## src/rtl/bist_datapath_if.sv

```systemverilog
// BIST responder bus: controller handshake in, CUT pattern and results out.
// Optional BIST_FAULT_INJECT_EN adds a fault_inject input used to corrupt
// the MISR input so the compare path can be exercised.
interface bist_datapath_if #(
  parameter int LFSR_W = 16,
  parameter int PAT_W  = 8,
  parameter int RESP_W = 8,
  parameter int CNT_W  = 16
);
  logic              init;
  logic              running;
  logic              toggle;
  logic              finish;
  logic [RESP_W-1:0] cut_resp;
`ifdef BIST_FAULT_INJECT_EN
  logic              fault_inject;
`endif
  logic [PAT_W-1:0]  pattern;
  logic              pattern_valid;
  logic [LFSR_W-1:0] signature;
  logic [CNT_W-1:0]  pat_count;
  logic              done;
  logic              pass;
  logic              proto_err;

  // Controller / test-harness side.
  modport master (
    output init, running, toggle, finish, cut_resp,
`ifdef BIST_FAULT_INJECT_EN
    output fault_inject,
`endif
    input  pattern, pattern_valid, signature, pat_count, done, pass, proto_err
  );

  // Datapath (responder) side.
  modport slave (
    input  init, running, toggle, finish, cut_resp,
`ifdef BIST_FAULT_INJECT_EN
    input  fault_inject,
`endif
    output pattern, pattern_valid, signature, pat_count, done, pass, proto_err
  );
endinterface

```

## src/rtl/bist_datapath.sv

```systemverilog
// BIST datapath responder. A Galois LFSR generates CUT patterns, a MISR with
// the same feedback mask compacts CUT responses, and on finish the signature
// is compared with GOLDEN_SIG; done/pass stay latched until init or reset.
// Optional feature macro: BIST_FAULT_INJECT_EN (adds fault_inject, which flips
// bit 0 of the word folded into the MISR during a compression cycle).
module bist_datapath #(
  parameter int                LFSR_W     = 16,
  parameter int                PAT_W      = 8,    // must be <= LFSR_W
  parameter int                RESP_W     = 8,    // must be <= LFSR_W
  parameter logic [LFSR_W-1:0] LFSR_SEED  = 16'hACE1, // must be nonzero
  parameter logic [LFSR_W-1:0] TAPS       = 16'hB400,
  parameter logic [LFSR_W-1:0] GOLDEN_SIG = 16'h0000,
  parameter int                CNT_W      = 16
) (
  input  logic     clk,
  input  logic     reset,
  bist_datapath_if.slave bus
);

  typedef enum logic [1:0] {IDLE, ARMED, RUN, DONE} state_e;

  state_e            state_q;
  logic [LFSR_W-1:0] lfsr_q, lfsr_d;
  logic [LFSR_W-1:0] misr_q, misr_d;
  logic [CNT_W-1:0]  cnt_q, cnt_d;
  logic              done_q, pass_q, err_q;
  logic [LFSR_W-1:0] resp_ext;
  logic              active;
  logic              compress;

  // One Galois shift: LSB out, feedback mask applied when it was set.
  function automatic logic [LFSR_W-1:0] step(input logic [LFSR_W-1:0] x);
    step = x[0] ? ((x >> 1) ^ TAPS) : (x >> 1);
  endfunction

  // Response word folded into the MISR, optionally with bit 0 corrupted.
`ifdef BIST_FAULT_INJECT_EN
  assign resp_ext = LFSR_W'(bus.cut_resp) ^ LFSR_W'(bus.fault_inject);
`else
  assign resp_ext = LFSR_W'(bus.cut_resp);
`endif

  // A pattern is compressed only when running wins the priority order in a
  // state that accepts patterns.
  assign active   = (state_q == ARMED) || (state_q == RUN);
  assign compress = bus.running & active & ~bus.init & ~bus.finish;

  // Next-state values used on a compression cycle; the counter saturates.
  always_comb begin
    lfsr_d = step(lfsr_q);
    misr_d = step(misr_q) ^ resp_ext;
    cnt_d  = (&cnt_q) ? cnt_q : cnt_q + CNT_W'(1);
  end

  // Control FSM and all datapath registers; priority reset > init > finish > running.
  always_ff @(posedge clk) begin
    // NOTE: non-blocking assignments so every register sees pre-edge values.
    if (reset) begin
      state_q <= IDLE;
      lfsr_q  <= LFSR_SEED;
      misr_q  <= '0;
      cnt_q   <= '0;
      done_q  <= 1'b0;
      pass_q  <= 1'b0;
      err_q   <= 1'b0;
    end else if (bus.init) begin
      state_q <= ARMED;
      lfsr_q  <= LFSR_SEED;
      misr_q  <= '0;
      cnt_q   <= '0;
      done_q  <= 1'b0;
      pass_q  <= 1'b0;
      err_q   <= 1'b0;
    end else if (bus.finish) begin
      unique case (state_q)
        RUN: begin
          state_q <= DONE;
          done_q  <= 1'b1;
          pass_q  <= (misr_q == GOLDEN_SIG);
        end
        IDLE, ARMED: err_q <= 1'b1;
        default: ;  // finish in DONE is ignored
      endcase
    end else if (bus.running) begin
      if (active) begin
        state_q <= RUN;
        lfsr_q  <= lfsr_d;
        misr_q  <= misr_d;
        cnt_q   <= cnt_d;
      end else begin
        err_q   <= 1'b1;
      end
    end
  end

  // Pattern is shown combinationally from the LFSR; toggle never alters the sequence.
  assign bus.pattern       = bus.toggle ? ~lfsr_q[PAT_W-1:0] : lfsr_q[PAT_W-1:0];
  assign bus.pattern_valid = compress;
  assign bus.signature     = misr_q;
  assign bus.pat_count     = cnt_q;
  assign bus.done          = done_q;
  assign bus.pass          = pass_q;
  assign bus.proto_err     = err_q;

endmodule

```

## src/flat_wrapper.sv

```systemverilog
// flat-port wrapper written by rule: the top's interface ports become plain ports
module bist_datapath_flat 
#(
  parameter int                LFSR_W     = 16,
  parameter int                PAT_W      = 8,                        
  parameter int                RESP_W     = 8,                        
  parameter logic [LFSR_W-1:0] LFSR_SEED  = 16'hACE1,                   
  parameter logic [LFSR_W-1:0] TAPS       = 16'hB400,
  parameter logic [LFSR_W-1:0] GOLDEN_SIG = 16'h0000,
  parameter int                CNT_W      = 16
)
  (clk, reset, bus_init, bus_running, bus_toggle, bus_finish, bus_cut_resp, bus_pattern, bus_pattern_valid, bus_signature, bus_pat_count, bus_done, bus_pass, bus_proto_err);
  bist_datapath_if #(.LFSR_W(LFSR_W), .PAT_W(PAT_W), .RESP_W(RESP_W), .CNT_W(CNT_W)) bus_i ();
  input  logic clk;
  input  logic reset;
  input wire logic [$bits(bus_i.init)-1:0] bus_init;
  input wire logic [$bits(bus_i.running)-1:0] bus_running;
  input wire logic [$bits(bus_i.toggle)-1:0] bus_toggle;
  input wire logic [$bits(bus_i.finish)-1:0] bus_finish;
  input wire logic [$bits(bus_i.cut_resp)-1:0] bus_cut_resp;
  output wire logic [$bits(bus_i.pattern)-1:0] bus_pattern;
  output wire logic [$bits(bus_i.pattern_valid)-1:0] bus_pattern_valid;
  output wire logic [$bits(bus_i.signature)-1:0] bus_signature;
  output wire logic [$bits(bus_i.pat_count)-1:0] bus_pat_count;
  output wire logic [$bits(bus_i.done)-1:0] bus_done;
  output wire logic [$bits(bus_i.pass)-1:0] bus_pass;
  output wire logic [$bits(bus_i.proto_err)-1:0] bus_proto_err;
  assign bus_i.init = bus_init;
  assign bus_i.running = bus_running;
  assign bus_i.toggle = bus_toggle;
  assign bus_i.finish = bus_finish;
  assign bus_i.cut_resp = bus_cut_resp;
  assign bus_pattern = bus_i.pattern;
  assign bus_pattern_valid = bus_i.pattern_valid;
  assign bus_signature = bus_i.signature;
  assign bus_pat_count = bus_i.pat_count;
  assign bus_done = bus_i.done;
  assign bus_pass = bus_i.pass;
  assign bus_proto_err = bus_i.proto_err;
  bist_datapath #(.LFSR_W(LFSR_W), .PAT_W(PAT_W), .RESP_W(RESP_W), .LFSR_SEED(LFSR_SEED), .TAPS(TAPS), .GOLDEN_SIG(GOLDEN_SIG), .CNT_W(CNT_W)) u_core (.clk(clk), .reset(reset), .bus(bus_i));
endmodule
```

## config.mk

```make
export PLATFORM = sky130hd
export DESIGN_NAME = bist_datapath_flat
export DESIGN_NICKNAME = d
export VERILOG_FILES = /design/src/rtl/bist_datapath_if.sv /design/src/rtl/bist_datapath.sv /design/src/flat_wrapper.sv
export SDC_FILE = /design/constraint.sdc
export NUM_CORES = 1
export LEC_CHECK = 0
export ABC_AREA = 1
export CAP_MARGIN = 10
export CORE_MARGIN = 8
export CORE_UTILIZATION = 38
export CTS_CLUSTER_DIAMETER = 60
export DETAILED_ROUTE_END_ITERATION = 6
export SYNTH_ARGS = -nofsm -noshare
export SYNTH_HDL_FRONTEND = slang
export SYNTH_SLANG_ARGS = --single-unit
```

## constraint.sdc

```tcl
create_clock -name clk -period 2.21 [get_ports clk]
set_input_delay 0.5525 -clock clk [delete_from_list [all_inputs] [get_ports clk]]
set_output_delay 0.5525 -clock clk [all_outputs]
set_load 0.05 [all_outputs]
```

* Word-level counts from Yosys, hierarchy flattened *
Index checks and enable logic that the tools add are counted.

operators by class
  equal/unequal tests = 6
  shift-type cells = 0
  bitwise operators = 10
  multiply operators = 0
  add/subtract/negate cells = 1
  order comparisons = 0
  reduce and logical (&&, ||, !) cells = 16
  mux-type cells = 12
  div/mod/pow operators = 0

operators by type and width
  cell                                                   number
  2-to-1 mux 16 bit                                      2
  adder 16 x 1 -> 16 bit, second input constant          1
  zero test 16 bit                                       1
  AND reduction 16 bit                                   1
  XOR 16 x 8 -> 16 bit                                   1
  AND reduction 3 bit                                    4
  2-to-1 mux 2 bit                                       4
  2-to-1 mux 8 bit                                       1
  inverter 3 -> 4 bit                                    2
  inverter 8 bit                                         1
  nonzero test 3 bit                                     2
  2-to-1 mux 1 bit                                       5
  inequality test 2 x 1 -> 1 bit, second input constant  2
  AND reduction 4 bit                                    1
  nonzero test 2 bit                                     2
  OR reduction 2 bit                                     2
  bitwise AND 1 bit                                      3
  inequality test 3 x 2 -> 1 bit, second input constant  1
  inverter 1 bit                                         3
  equality test 2 x 1 -> 1 bit, second input constant    1
  equality test 2 bit, second input constant             1
  zero test 2 bit                                        1
  inequality test 2 bit, second input constant           1
  AND reduction 2 bit                                    1
  logical OR 1 bit                                       1

storage, ports and cells
  bits in writable memories = 0
  ROM bits = 0
  memories kept = 0
  word-level logic and storage cells = 53
  latch bits = 0
  register bits = 53
  output and inout port bits = 44
  input port bits = 14

* Logic depth before layout (Yosys ltp) *
Gate-level depths: netlist of the first run.

  depth after elaboration = 6
  gate-level depth with buffers = 10
  depth with buffers taken out = 9

* Least setup slack after synthesis of the first run *
No wires, ideal clock.

  path type = register -> output
  start = register u_core.state_q[0]
  end = output port bus_pattern_valid
  required time = 1657 ps
  buffers on the path = 1
  slack = -56 ps
  arrival = 1713 ps
  stages on the path, launching flop included = 6
  cell sequence = dfxtp_1 -> inv_1 -> ha_1 -> nand3_4 -> buf_1 -> nor2_1

on the way
  word-level cells in the longest chain between the ends = 5
  elaborated cells on any way between the ends = 6
  classes of those cells = eq/ne (2); bitwise (3); reduce/logical (1)

RTL lines
  item                                                                        line                 source
  start: declaration                                                          bist_datapath.sv:22  state_e state_q;
  start signal: assignment                                                    bist_datapath.sv:59  state_q <= IDLE;
  start signal: assignment                                                    bist_datapath.sv:67  state_q <= ARMED;
  start signal: assignment                                                    bist_datapath.sv:77  state_q <= DONE;
  equality test 2 x 1 -> 1 bit / equality test 2 bit (equally long branches)  bist_datapath.sv:45  assign active = (state_q == ARMED) || (state_q == RUN);
  logical OR 1 bit *                                                          bist_datapath.sv:45
  bitwise AND 1 bit * (3 in series)                                           bist_datapath.sv:46  assign compress = bus.running & active & ~bus.init & ~bus.finish;
  end: declaration                                                            flat_wrapper.sv:22   output wire logic [$bits(bus_i.pattern_valid)-1:0] bus_pattern_valid;

Mark *: on every way between the ends. The rest lies on a longest branch, timed or not.

* Worst setup path in the final report of the first run *
  start = input port bus_toggle
  end = output port bus_pattern[6]

on the way
  word-level cells in the longest chain between the ends = 1

RTL lines
  item                line                 source
  start: declaration  flat_wrapper.sv:18   input wire logic [$bits(bus_i.toggle)-1:0] bus_toggle;
  2-to-1 mux 8 bit    bist_datapath.sv:97  assign bus.pattern = bus.toggle ? ~lfsr_q[PAT_W-1:0] : lfsr_q[PAT_W-1:0];
  end: declaration    flat_wrapper.sv:21   output wire logic [$bits(bus_i.pattern)-1:0] bus_pattern;

No other way between the ends.

==> flow_summary.yaml, run 1 <==
status:
  status: "complete, no violations"
placed_design:
  dp_cells: 465
  place_congestion: 0.750
  io_buffers: 57
  dp_hpwl_mm: 4.05
  placed_area_sq_um: 3250
hold_path:
  min_to: "u_core.bus.proto_err"
  worst_hold_startpoint: "u_core.bus.proto_err"
  hp-class: "flip-flop to flip-flop"
  hold_depth: 2
die:
  ioPinCount: 58
  initial_utilization_pct: 39.7
  fp.coreArea_sq_um: 6390
  fp.dieArea_sq_um: 9530
  rows: 29
  die_w_microns: 97.6
  die_y_microns: 97.6
logic_synthesis:
  yosysTopAreaCellShare_pct: 41.9
  syn_nets: 361
  ys_seq_area_share_pct: 41.9
  synthCells: 343
  synth_top_area_cell: "dfxtp_1"
  synth_area_sq_um: 2530
  yosysUniqueCellTypes: 26
  yosys_warnings: 0
  syn_area_per_cell_sq_um: 7.38
  synth-seq-cells: 53
  netlist_top_cells_area: "dfxtp_1, nand2_1, a21oi_1"
routing:
  drc: 0
  vias: 2226
  drtIter0Drc: 75
  wl_per_cell_microns: 12.0
  first_pass_iters: 4
  wl_mm: 5.66
  routed_via_density: 4.71
  ant_nets: 0
global_route:
  antenna_found_initial: 0
  grt.met2_usage_pct: 20.9
  grt_max_degree: 34
  grtUsageMet3_pct: 3.70
  grt_pass1_vias: 2232
  grt_pass1_wl_mm: 9.87
  grt_util_met1_pct: 13.3
  grt_overflow_total: 0
  grt_use_total_pct: 12.0
  gr-max-usage-layer: "met2"
timing:
  max_freq_ghz: 0.456
  setup_viol: 0
  finalCriticalPeriod_ps: 2190
  fin_crit_sh_pct: 99.2
  rsz0062_at_grt: "true"
  worst_pin_slew_ps: 530
  relSlewSlack_pct: 64.6
  final_hold_viol_count: 0
  finalMaxSlewViolations: 0
  skew_ps: 9.26
  hold_slack_ps: 461
worst_setup_path:
  critPathKind: "input port to output pin"
  rrSetupSlack_ps: 560
  end_kind: "output pin"
  worst_r2r_endpoint: "u_core.bus.pat_count[12]"
  startpoint_type: "input port"
  r2r-start: "u_core.state_q[0]"
  crit_arrival_ps: 1640
  critPathRequiredTime_ps: 1660
  reg2reg_depth: 9
  crit_path_max_fanout: 8
layout:
  fill_cells: 610
  syn_to_final_growth_pct: 32.7
  n_antenna_cell: 0
  layoutNonFillerInstCount: 473
  drive_gt1_share_pct: 9.60
  final_cell_mix: "nand2_1, dfxtp_1, clkdlybuf4s50_1, a21oi_1, inv_1"
  layout_commonest_cell: "nand2_1"
  postLayoutCoreUtil_pct: 52.6
  fin_area_sq_um: 3360
  nNetsFinal: 413
pwr:
  total_power_mw: 1.92
  p_per_area_nw_per_um2: 572
  ir_drop_v: 0.000275
  power_leakage_nw: 1.31
clock_tree:
  clk_latency_ps: 310
  cts.clk_slew.worst_paths_ps: 90
  cts_setup_buffers: 0
  cts_tree: "yes"
  numClockSinks: 53
  ctsRootBufferMaster: "clkbuf_8"
  cts_buffers: 5
  clockBufferDepth: 2
  htree_levels: 2
run:
  max-cap-violations: 0
==> synthesized netlist by cell type <==
library cell and number:
a21oi_1 41, a31oi_1 1, buf_1 3, buf_2 2, buf_4 7, buf_6 2, clkbuf_1 6, dfxtp_1 53
ha_1 4, inv_1 39, inv_2 2, nand2_1 64, nand2_2 2, nand2_4 3, nand3_1 22, nand3_4 1
nand4_1 7, nor2_1 32, nor2_2 1, nor2_4 2, nor3_1 3, o21ai_0 21, o21ai_1 2, o31ai_1 1
xnor2_1 2, xor2_1 20
==> report_power, final <==
group	internal (mW)	switching [mW]
Sequential	0.969	0.0125
Combinational	0.116	0.165
Clock	0.340	0.317
Total	1.43	0.495
==> flip-flops by register name, summed over array words and instances, names as in the netlist <==
| register | cells |
|---|---|
| u_core.bus.pass | 1 |
| u_core.lfsr_q | 16 |
| u_core.bus.signature | 16 |
| u_core.state_q | 2 |
| u_core.bus.done | 1 |
| u_core.bus.pat_count | 16 |
| u_core.bus.proto_err | 1 |
==> worst max-delay path, cell delays in order <==
cell             delay (ps)
clkdlybuf4s50_1         510
buf_12                  140
xor2_1                  250
buf_12                  180
==> logic make-up (layout without fill, tap and decap cells) <==
logic type | count (synthesis) | in the layout | synth area share (%)
buf+inv | 61 | 114 | 10.8
simple gates | 137 | 137 | 24.6
xor+xnor | 22 | 22 | 7.61
fa+ha+maj | 4 | 4 | 1.98
compound gates | 66 | 66 | 13.2
flops | 53 | 53 | 41.9
==> worst max-delay path by stage <==
stage,start,endpoint,depth (start not counted)
final,bus_toggle,bus_pattern[6],4
after global routing,bus_toggle,bus_pattern[7],4
after CTS,bus_toggle,bus_pattern[6],4
after detailed placement,bus_toggle,bus_pattern[3],4
after global placement,bus_toggle,bus_pattern[7],4
after floorplan,bus_toggle,bus_pattern[0],2
==> layout make-up <==
type | count | area, sq um | area share (%)
flip-flops and latches | 53 | 1060 | 31.6
clock inverters | 2 | 38.8 | 1.15
clock buffers | 6 | 72.6 | 2.16
multi-input cells | 229 | 1200 | 35.8
well taps | 77 | 96.3 | 2.87
repair buffers | 65 | 733 | 21.8
inverters | 41 | 154 | 4.58
==> stage by stage <==
stage | setup TNS (ps) | setup slack (ps)
after CTS | 0 | 14.7
after global placement | 0 | 41.1
after global routing | -158 | -33.9
after detailed placement | 0 | 17.8
final | 0 | 18.6
after floorplan | -285 | -35.6
==> repair_timing <==
action                                  in CTS  in global routing
hold buffers                                 0                  0
endpoints found under the setup margin       0                  7
resized for setup                            0                  1
==> per-layer routing <==
metal  routed length, microns  share of wire (%)
met5                        0                  0
met2                     2640                 47
met3                      287                5.1
met4                       78                1.4
met1                     2650                 47
Note: power is estimated with default switching activity, not from simulation.
==> run 2, diff against run 1 <==
--- a/config.mk
+++ b/config.mk
@@ -11,6 +11,7 @@
 export CORE_UTILIZATION = 38
 export CTS_CLUSTER_DIAMETER = 60
 export DETAILED_ROUTE_END_ITERATION = 6
+export HOLD_SLACK_MARGIN = 0.06
 export SYNTH_ARGS = -nofsm -noshare
 export SYNTH_HDL_FRONTEND = slang
 export SYNTH_SLANG_ARGS = --single-unit
==> results of run 2 <==
No change in the layout: final DEF, timing and power equal those of run 1.
==> run 3, diff against run 2 <==
--- a/config.mk
+++ b/config.mk
@@ -12,6 +12,7 @@
 export CTS_CLUSTER_DIAMETER = 60
 export DETAILED_ROUTE_END_ITERATION = 6
 export HOLD_SLACK_MARGIN = 0.06
+export SLEW_MARGIN = 20
 export SYNTH_ARGS = -nofsm -noshare
 export SYNTH_HDL_FRONTEND = slang
 export SYNTH_SLANG_ARGS = --single-unit
==> results of run 3 <==
No change in the layout: final DEF, timing and power equal those of run 1.
